===== src/rtl/hazard_forward_unit_if.sv =====
// rtl/hazard_forward_unit_if.sv - ID-stage operand bus between decode and the hazard/forward unit
//
// Purpose: carries the decoded ID instruction fields to the hazard/forward
// unit and returns its stall request and the registered EX forwarding selects.
// Ports (signals):
//   id_valid     decode -> unit  ID holds a real instruction
//   id_rs        decode -> unit  NUM_SRC packed source indices, source i at [i*REG_AW +: REG_AW]
//   id_rs_used   decode -> unit  source i is actually read
//   id_rd        decode -> unit  destination index
//   id_regwrite  decode -> unit  instruction writes rd
//   id_memread   decode -> unit  instruction is a load
//   stall_id     unit -> decode  load-use hazard, hold PC and IF/ID
//   ex_fwd_sel   unit -> EX      per-source select, 0=regfile, k=forward from stage k
// Modports: master = decode side, slave = hazard/forward unit.
interface hazard_forward_unit_if #(
  parameter int NUM_SRC    = 2,
  parameter int REG_AW     = 5,
  parameter int FWD_STAGES = 2
);
  localparam int SEL_W = $clog2(FWD_STAGES + 1);

  logic                      id_valid;
  logic [NUM_SRC*REG_AW-1:0] id_rs;
  logic [NUM_SRC-1:0]        id_rs_used;
  logic [REG_AW-1:0]         id_rd;
  logic                      id_regwrite;
  logic                      id_memread;
  logic                      stall_id;
  logic [NUM_SRC*SEL_W-1:0]  ex_fwd_sel;

  modport master (
    output id_valid, id_rs, id_rs_used, id_rd, id_regwrite, id_memread,
    input  stall_id, ex_fwd_sel
  );

  modport slave (
    input  id_valid, id_rs, id_rs_used, id_rd, id_regwrite, id_memread,
    output stall_id, ex_fwd_sel
  );
endinterface


===== src/rtl/hazard_forward_unit.sv =====
// rtl/hazard_forward_unit.sv - ID-stage forwarding resolver and load-use stall generator
//
// Purpose: shadows the in-flight register writers after ID, resolves operand
// forwarding one cycle early and registers the selects into EX; raises a
// load-use stall when a source depends on a load that cannot yet forward.
// Optional feature macro: HAZARD_STATS_EN (adds stall/forward counters).
// Ports:
//   clk_i          clock
//   reset_i        synchronous active-high reset, discards all in-flight state
//   pipe_hold_i    global freeze, all state held
//   flush_i        discard the ID instruction (it becomes a bubble, never stalls)
//   id_if          slave side of hazard_forward_unit_if (ID fields in, stall/selects out)
//   stat_stalls_o  (HAZARD_STATS_EN) cycles with stall_id while advancing
//   stat_fwds_o    (HAZARD_STATS_EN) entering sources with a nonzero select
module hazard_forward_unit #(
  parameter int NUM_SRC    = 2,
  parameter int REG_AW     = 5,
  parameter int FWD_STAGES = 2,
  parameter int LOAD_STAGE = 2,
  parameter int SEL_W      = $clog2(FWD_STAGES + 1)
) (
  input  logic                 clk_i,
  input  logic                 reset_i,
  input  logic                 pipe_hold_i,
  input  logic                 flush_i,
  hazard_forward_unit_if.slave id_if
`ifdef HAZARD_STATS_EN
  ,
  output logic [31:0]          stat_stalls_o,
  output logic [31:0]          stat_fwds_o
`endif
);

  // Shadow pipeline: entry 1 mirrors EX, entry k is k stages past ID.
  logic              t_valid_q    [1:FWD_STAGES];
  logic [REG_AW-1:0] t_rd_q       [1:FWD_STAGES];
  logic              t_regwrite_q [1:FWD_STAGES];
  logic              t_memread_q  [1:FWD_STAGES];
  logic              t_valid_d    [1:FWD_STAGES];
  logic [REG_AW-1:0] t_rd_d       [1:FWD_STAGES];
  logic              t_regwrite_d [1:FWD_STAGES];
  logic              t_memread_d  [1:FWD_STAGES];

  logic [NUM_SRC*SEL_W-1:0] ex_fwd_sel_q;
  logic [NUM_SRC*SEL_W-1:0] ex_fwd_sel_d;

  logic [NUM_SRC*SEL_W-1:0] sel_calc;
  logic [NUM_SRC-1:0]       load_hit;
  logic                     stall;
  logic                     advance;
  logic                     enter;

  // Walk from oldest to youngest so the youngest matching writer overwrites
  // older ones. A load only hazards if it is still too young to forward.
  always_comb begin
    sel_calc = '0;
    load_hit = '0;
    for (int i = 0; i < NUM_SRC; i++) begin
      for (int k = FWD_STAGES; k >= 1; k--) begin
        if (id_if.id_rs_used[i] && t_valid_q[k] && t_regwrite_q[k] &&
            (t_rd_q[k] != '0) &&
            (t_rd_q[k] == id_if.id_rs[i*REG_AW +: REG_AW])) begin
          sel_calc[i*SEL_W +: SEL_W] = SEL_W'(k);
          load_hit[i]                = t_memread_q[k] && (k < LOAD_STAGE);
        end
      end
    end
  end

  assign stall   = id_if.id_valid && !flush_i && (|load_hit);
  assign advance = !pipe_hold_i;
  assign enter   = id_if.id_valid && !stall && !flush_i;

  always_comb begin
    for (int k = 1; k <= FWD_STAGES; k++) begin
      t_valid_d[k]    = t_valid_q[k];
      t_rd_d[k]       = t_rd_q[k];
      t_regwrite_d[k] = t_regwrite_q[k];
      t_memread_d[k]  = t_memread_q[k];
    end
    ex_fwd_sel_d = ex_fwd_sel_q;
    if (advance) begin
      for (int k = FWD_STAGES; k >= 2; k--) begin
        t_valid_d[k]    = t_valid_q[k-1];
        t_rd_d[k]       = t_rd_q[k-1];
        t_regwrite_d[k] = t_regwrite_q[k-1];
        t_memread_d[k]  = t_memread_q[k-1];
      end
      // A stalled or flushed ID inserts a bubble; its fields are don't-care.
      t_valid_d[1]    = enter;
      t_rd_d[1]       = id_if.id_rd;
      t_regwrite_d[1] = id_if.id_regwrite;
      t_memread_d[1]  = id_if.id_memread;
      ex_fwd_sel_d    = enter ? sel_calc : '0;
    end
  end

  always_ff @(posedge clk_i) begin
    if (reset_i) begin
      for (int k = 1; k <= FWD_STAGES; k++) begin
        t_valid_q[k]    <= 1'b0;
        t_rd_q[k]       <= '0;
        t_regwrite_q[k] <= 1'b0;
        t_memread_q[k]  <= 1'b0;
      end
      ex_fwd_sel_q <= '0;
    end else begin
      for (int k = 1; k <= FWD_STAGES; k++) begin
        t_valid_q[k]    <= t_valid_d[k];
        t_rd_q[k]       <= t_rd_d[k];
        t_regwrite_q[k] <= t_regwrite_d[k];
        t_memread_q[k]  <= t_memread_d[k];
      end
      ex_fwd_sel_q <= ex_fwd_sel_d;
    end
  end

  assign id_if.stall_id   = stall;
  assign id_if.ex_fwd_sel = ex_fwd_sel_q;

`ifdef HAZARD_STATS_EN
  logic [31:0] stat_stalls_q;
  logic [31:0] stat_stalls_d;
  logic [31:0] stat_fwds_q;
  logic [31:0] stat_fwds_d;
  logic [31:0] fwd_cnt;

  always_comb begin
    fwd_cnt = '0;
    for (int i = 0; i < NUM_SRC; i++) begin
      if (sel_calc[i*SEL_W +: SEL_W] != '0) fwd_cnt = fwd_cnt + 32'd1;
    end
    stat_stalls_d = stat_stalls_q;
    stat_fwds_d   = stat_fwds_q;
    if (advance) begin
      if (stall) stat_stalls_d = stat_stalls_q + 32'd1;
      if (enter) stat_fwds_d   = stat_fwds_q + fwd_cnt;
    end
  end

  always_ff @(posedge clk_i) begin
    if (reset_i) begin
      stat_stalls_q <= '0;
      stat_fwds_q   <= '0;
    end else begin
      stat_stalls_q <= stat_stalls_d;
      stat_fwds_q   <= stat_fwds_d;
    end
  end

  assign stat_stalls_o = stat_stalls_q;
  assign stat_fwds_o   = stat_fwds_q;
`endif

endmodule


===== src/flat_wrapper.sv =====
// flat-port wrapper written by rule: the top's interface ports become plain ports
module hazard_forward_unit_flat 
#(
  parameter int NUM_SRC    = 2,
  parameter int REG_AW     = 5,
  parameter int FWD_STAGES = 2,
  parameter int LOAD_STAGE = 2,
  parameter int SEL_W      = $clog2(FWD_STAGES + 1)
)
  (clk_i, reset_i, pipe_hold_i, flush_i, id_if_id_valid, id_if_id_rs, id_if_id_rs_used, id_if_id_rd, id_if_id_regwrite, id_if_id_memread, id_if_stall_id, id_if_ex_fwd_sel);
  hazard_forward_unit_if #(.NUM_SRC(NUM_SRC), .REG_AW(REG_AW), .FWD_STAGES(FWD_STAGES)) id_if_i ();
  input  logic clk_i;
  input  logic reset_i;
  input  logic pipe_hold_i;
  input  logic flush_i;
  input wire logic [$bits(id_if_i.id_valid)-1:0] id_if_id_valid;
  input wire logic [$bits(id_if_i.id_rs)-1:0] id_if_id_rs;
  input wire logic [$bits(id_if_i.id_rs_used)-1:0] id_if_id_rs_used;
  input wire logic [$bits(id_if_i.id_rd)-1:0] id_if_id_rd;
  input wire logic [$bits(id_if_i.id_regwrite)-1:0] id_if_id_regwrite;
  input wire logic [$bits(id_if_i.id_memread)-1:0] id_if_id_memread;
  output wire logic [$bits(id_if_i.stall_id)-1:0] id_if_stall_id;
  output wire logic [$bits(id_if_i.ex_fwd_sel)-1:0] id_if_ex_fwd_sel;
  assign id_if_i.id_valid = id_if_id_valid;
  assign id_if_i.id_rs = id_if_id_rs;
  assign id_if_i.id_rs_used = id_if_id_rs_used;
  assign id_if_i.id_rd = id_if_id_rd;
  assign id_if_i.id_regwrite = id_if_id_regwrite;
  assign id_if_i.id_memread = id_if_id_memread;
  assign id_if_stall_id = id_if_i.stall_id;
  assign id_if_ex_fwd_sel = id_if_i.ex_fwd_sel;
  hazard_forward_unit #(.NUM_SRC(NUM_SRC), .REG_AW(REG_AW), .FWD_STAGES(FWD_STAGES), .LOAD_STAGE(LOAD_STAGE), .SEL_W(SEL_W)) u_core (.clk_i(clk_i), .reset_i(reset_i), .pipe_hold_i(pipe_hold_i), .flush_i(flush_i), .id_if(id_if_i));
endmodule

===== config.mk =====
export PLATFORM = sky130hd
export DESIGN_NAME = hazard_forward_unit_flat
export DESIGN_NICKNAME = d
export VERILOG_FILES = /design/src/rtl/hazard_forward_unit_if.sv /design/src/rtl/hazard_forward_unit.sv /design/src/flat_wrapper.sv
export SDC_FILE = /design/constraint.sdc
export NUM_CORES = 1
export LEC_CHECK = 0
export CAP_MARGIN = 20
export CORE_UTILIZATION = 46
export DETAILED_ROUTE_END_ITERATION = 12
export PLACE_DENSITY = 0.78
export RECOVER_POWER = 100
export SLEW_MARGIN = 20
export SYNTH_ARGS = -nofsm -noshare
export SYNTH_HDL_FRONTEND = slang
export SYNTH_SLANG_ARGS = --single-unit

===== constraint.sdc =====
create_clock -name clk_i -period 1.9 [get_ports clk_i]
set_input_delay 0.38 -clock clk_i [delete_from_list [all_inputs] [get_ports clk_i]]
set_output_delay 0.38 -clock clk_i [all_outputs]
set_load 0.005 [all_outputs]

==> out/results.ini <==
[status]
status=finished with violations
failed_checks=negative setup slack

[worst_setup_path]
cp-start-kind=input port
crit_path_end_kind=output pin
cp_max_fo=2
required_ps=1520
worstPathArrival_ps=1670
crit_type=in2out

[logic_synthesis]
yosysTopAreaCellShare=0.383
ys_ff_latch=19
syn_area_per_cell_um2=9.63
synthArstFlopShare=0
syn_nets=127
ys_seq_area_frac=0.383
yosysWarnings=0
yosysTopAreaCell=dfxtp_1
ys.flop_type=dfxtp_1
synth_edf_count=0
synthCells=103
synth.distinct_cells=29
syn_area_um2=992
netlist_top_cells_area=dfxtp_1 38%, mux2i_1 14%, xor2_1 11%

[global_route]
grtUsageMet1=0.292
grt_max_degree=19
grt_util_all_layers=0.247
grt_antenna_before_repair=0
grt_pass1_vias=985
grt_pass1_wl_mm=4.38
grt.busiest_layer=met2
gr-usage-met2=0.437
grt.overflow.total=0
met3_usage=0.0377

[routing]
drt-initial-drc-count=6
drc=0
viasPerCell=5.19
ant_nets=0
wl_per_cell_um=14.1
first_pass_iters=4
num_vias=955
wirelength_mm=2.59

[timing]
clock_skew_ps=7.96
setup_tns_ps=-153
worst_pin_slew_ps=554
clock.fmax_ghz=0.487
fin_ws_ps=-153
fin_crit_ps=2050
fin_crit_sh=1.08
rsz0062_at_grt=true
max-slew-margin-rel=0.630
drv_slew=0
setup_viol=1
hold_violations=0

[clock_tree]
clock_sinks=19
tritoncts=done
cts-root-buf=clkbuf_4
cts_buffers=3
clockBufferDepth=2
h-tree-depth=1
clk_latency_ps=310
path_clk_slew_ps=100

[power]
power_frac_clock=0.255
leakage_nw=0.689
combPwrFrac=0.226
power.density_nw_per_um2=548
swShare=0.273
seq_power_share=0.519
power_switching_mw=0.225
intPower_mw=0.601
ir_worst_vdd_uv=562

[place]
finalWeightedCongestion=0.794
placed_area_um2=1470
post-place-cells=179
io_buffers=28
dp_worst_setup_slack_ps=-758
dp_hpwl_mm=1.98

[final_layout]
final_cells=184
antenna_cells=0
stdcell_area_um2=1510
area_growth_pct=52.0
final_nets=182
nFillCells=157
drive_gt1_frac=0.248
final_util=0.753

[floorplanning]
io_pins=29
coreArea_um2=2000
die_area_um2=2350
die-height_um=48.4
rows=16
die_x_um=48.4
start_util=0.496

[run]
maxCapViolations=0

[hold_path]
holdCritPathClass=reg2reg

registers in the layout (all words and copies together), names as in the netlist:
name,flops
u_core.t_regwrite_q,2
u_core.id_if.ex_fwd_sel,4
u_core.t_rd_q,10
u_core.t_valid_q,2
u_core.t_memread_q,1
per-layer routing:
| layer | part of all wire | vias up |
|---|---|---|
| met2 | 0.51 | 29 |
| met5 | 0 | - |
| met3 | 0.043 | 9 |
| li1 | - | 475 |
| met4 | 0.031 | 0 |
| met1 | 0.42 | 442 |
worst paths after layout:
check	cells after the start	from	slack, ps	end
worst max-delay path	7	id_if_id_rs[7]	-150	id_if_stall_id
worst min register to register	1	u_core.id_if.ex_fwd_sel[1]$_SDFFE_PP0N_	450	u_core.id_if.ex_fwd_sel[1]$_SDFFE_PP0N_
worst max register to register	8	u_core.t_rd_q[1][3]$_SDFFE_PP0N_	80	u_core.id_if.ex_fwd_sel[3]$_SDFFE_PP0N_
worst min-delay path	1	u_core.id_if.ex_fwd_sel[1]$_SDFFE_PP0N_	450	u_core.id_if.ex_fwd_sel[1]$_SDFFE_PP0N_
cells in the mapped netlist (all sizes together) (2+ instances only):
cell type  number
dfxtp          19
nor2           19
mux2i          14
xor2           12
xnor2           8
nor3            3
nor4            3
a2111oi         2
a21o            2
a22oi           2
buf             2
clkbuf          2
nand2           2
nand3           2
final cells by class:
type,count,area [um^2],share of cell area
timing repair buffer,54,460,0.305
clock inverter,1,5.00,0.00332
sequential,19,385,0.256
clock buffer,3,22.5,0.0149
tap,27,33.8,0.0224
multi-input combinational,80,601,0.398
power by group through the flow:
stage	clock network (mW)	registers (mW)	logic [mW]
after floorplan	0	0.437	0.0784
after global placement	0	0.438	0.176
after detailed placement	0	0.438	0.183
after CTS	0.215	0.429	0.185
after global routing	0.233	0.431	0.201
final	0.211	0.429	0.187
cells by family (layout without fill, tap and decap cells):
logic type	count (synthesis)	in the layout	share of synthesized area
and+or+nand+nor	36	36	0.183
xor gates and xnor gates	20	20	0.177
DFF	19	19	0.383
muxes	14	14	0.141
AOI/OAI and AO/OA	10	10	0.0908
buffers and inverters	4	58	0.0252
metrics by stage:
step / power [mW] / hold WS (ps)
after floorplan: 0.515 / 451
after global placement: 0.613 / 434
after detailed placement: 0.621 / 440
after CTS: 0.829 / 467
after global routing: 0.865 / 484
final: 0.827 / 455
layout by cell type (no fill, tap or decap):
cell | synthesis | final
buf_4 | 0 | 24
nor2_1 | 19 | 19
clkdlybuf4s50_1 | 0 | 18
dfxtp_1 | 19 | 17
mux2i_1 | 14 | 14
xor2_1 | 12 | 11
xnor2_1 | 8 | 8
dlygate4sd3_1 | 0 | 5
dlygate4sd2_1 | 0 | 4
clkbuf_4 | 0 | 3
nand2_1 | 2 | 2
nor3_1 | 2 | 2
a22oi_1 | 2 | 2
nor4_1 | 3 | 2
nand3_1 | 2 | 2
a21o_1 | 2 | 2
clkbuf_2 | 1 | 2
nand2b_1 | 1 | 1
nand4_1 | 1 | 1
xor2_2 | 0 | 1
nor4_2 | 0 | 1
and3_1 | 1 | 1
a21oi_1 | 1 | 1
o211ai_1 | 1 | 1
and4_1 | 1 | 1
nor2b_1 | 1 | 1
nor3b_2 | 1 | 1
or4_1 | 1 | 1
nor3_2 | 1 | 1
o2111ai_2 | 1 | 1
a2111oi_2 | 1 | 1
a2111oi_0 | 1 | 1
a22o_1 | 1 | 1
clkinv_2 | 0 | 1
buf_2 | 1 | 1
dfxtp_4 | 0 | 1
dfxtp_2 | 0 | 1
critical path: stages:
cell,delay (ps)
dlygate4sd2_1,270
xor2_2,180
nor4_2,330
and3_1,210
o211ai_1,100
nor2_1,100
buf_2,110
what timing repair did:
action,in CTS,in global routing
hold buffers,0,0
buffers inserted,1,0
setup endpoints to repair,1,1
pin swaps,4,5
resized for setup,10,3
(Power assumes the default switching activity.)
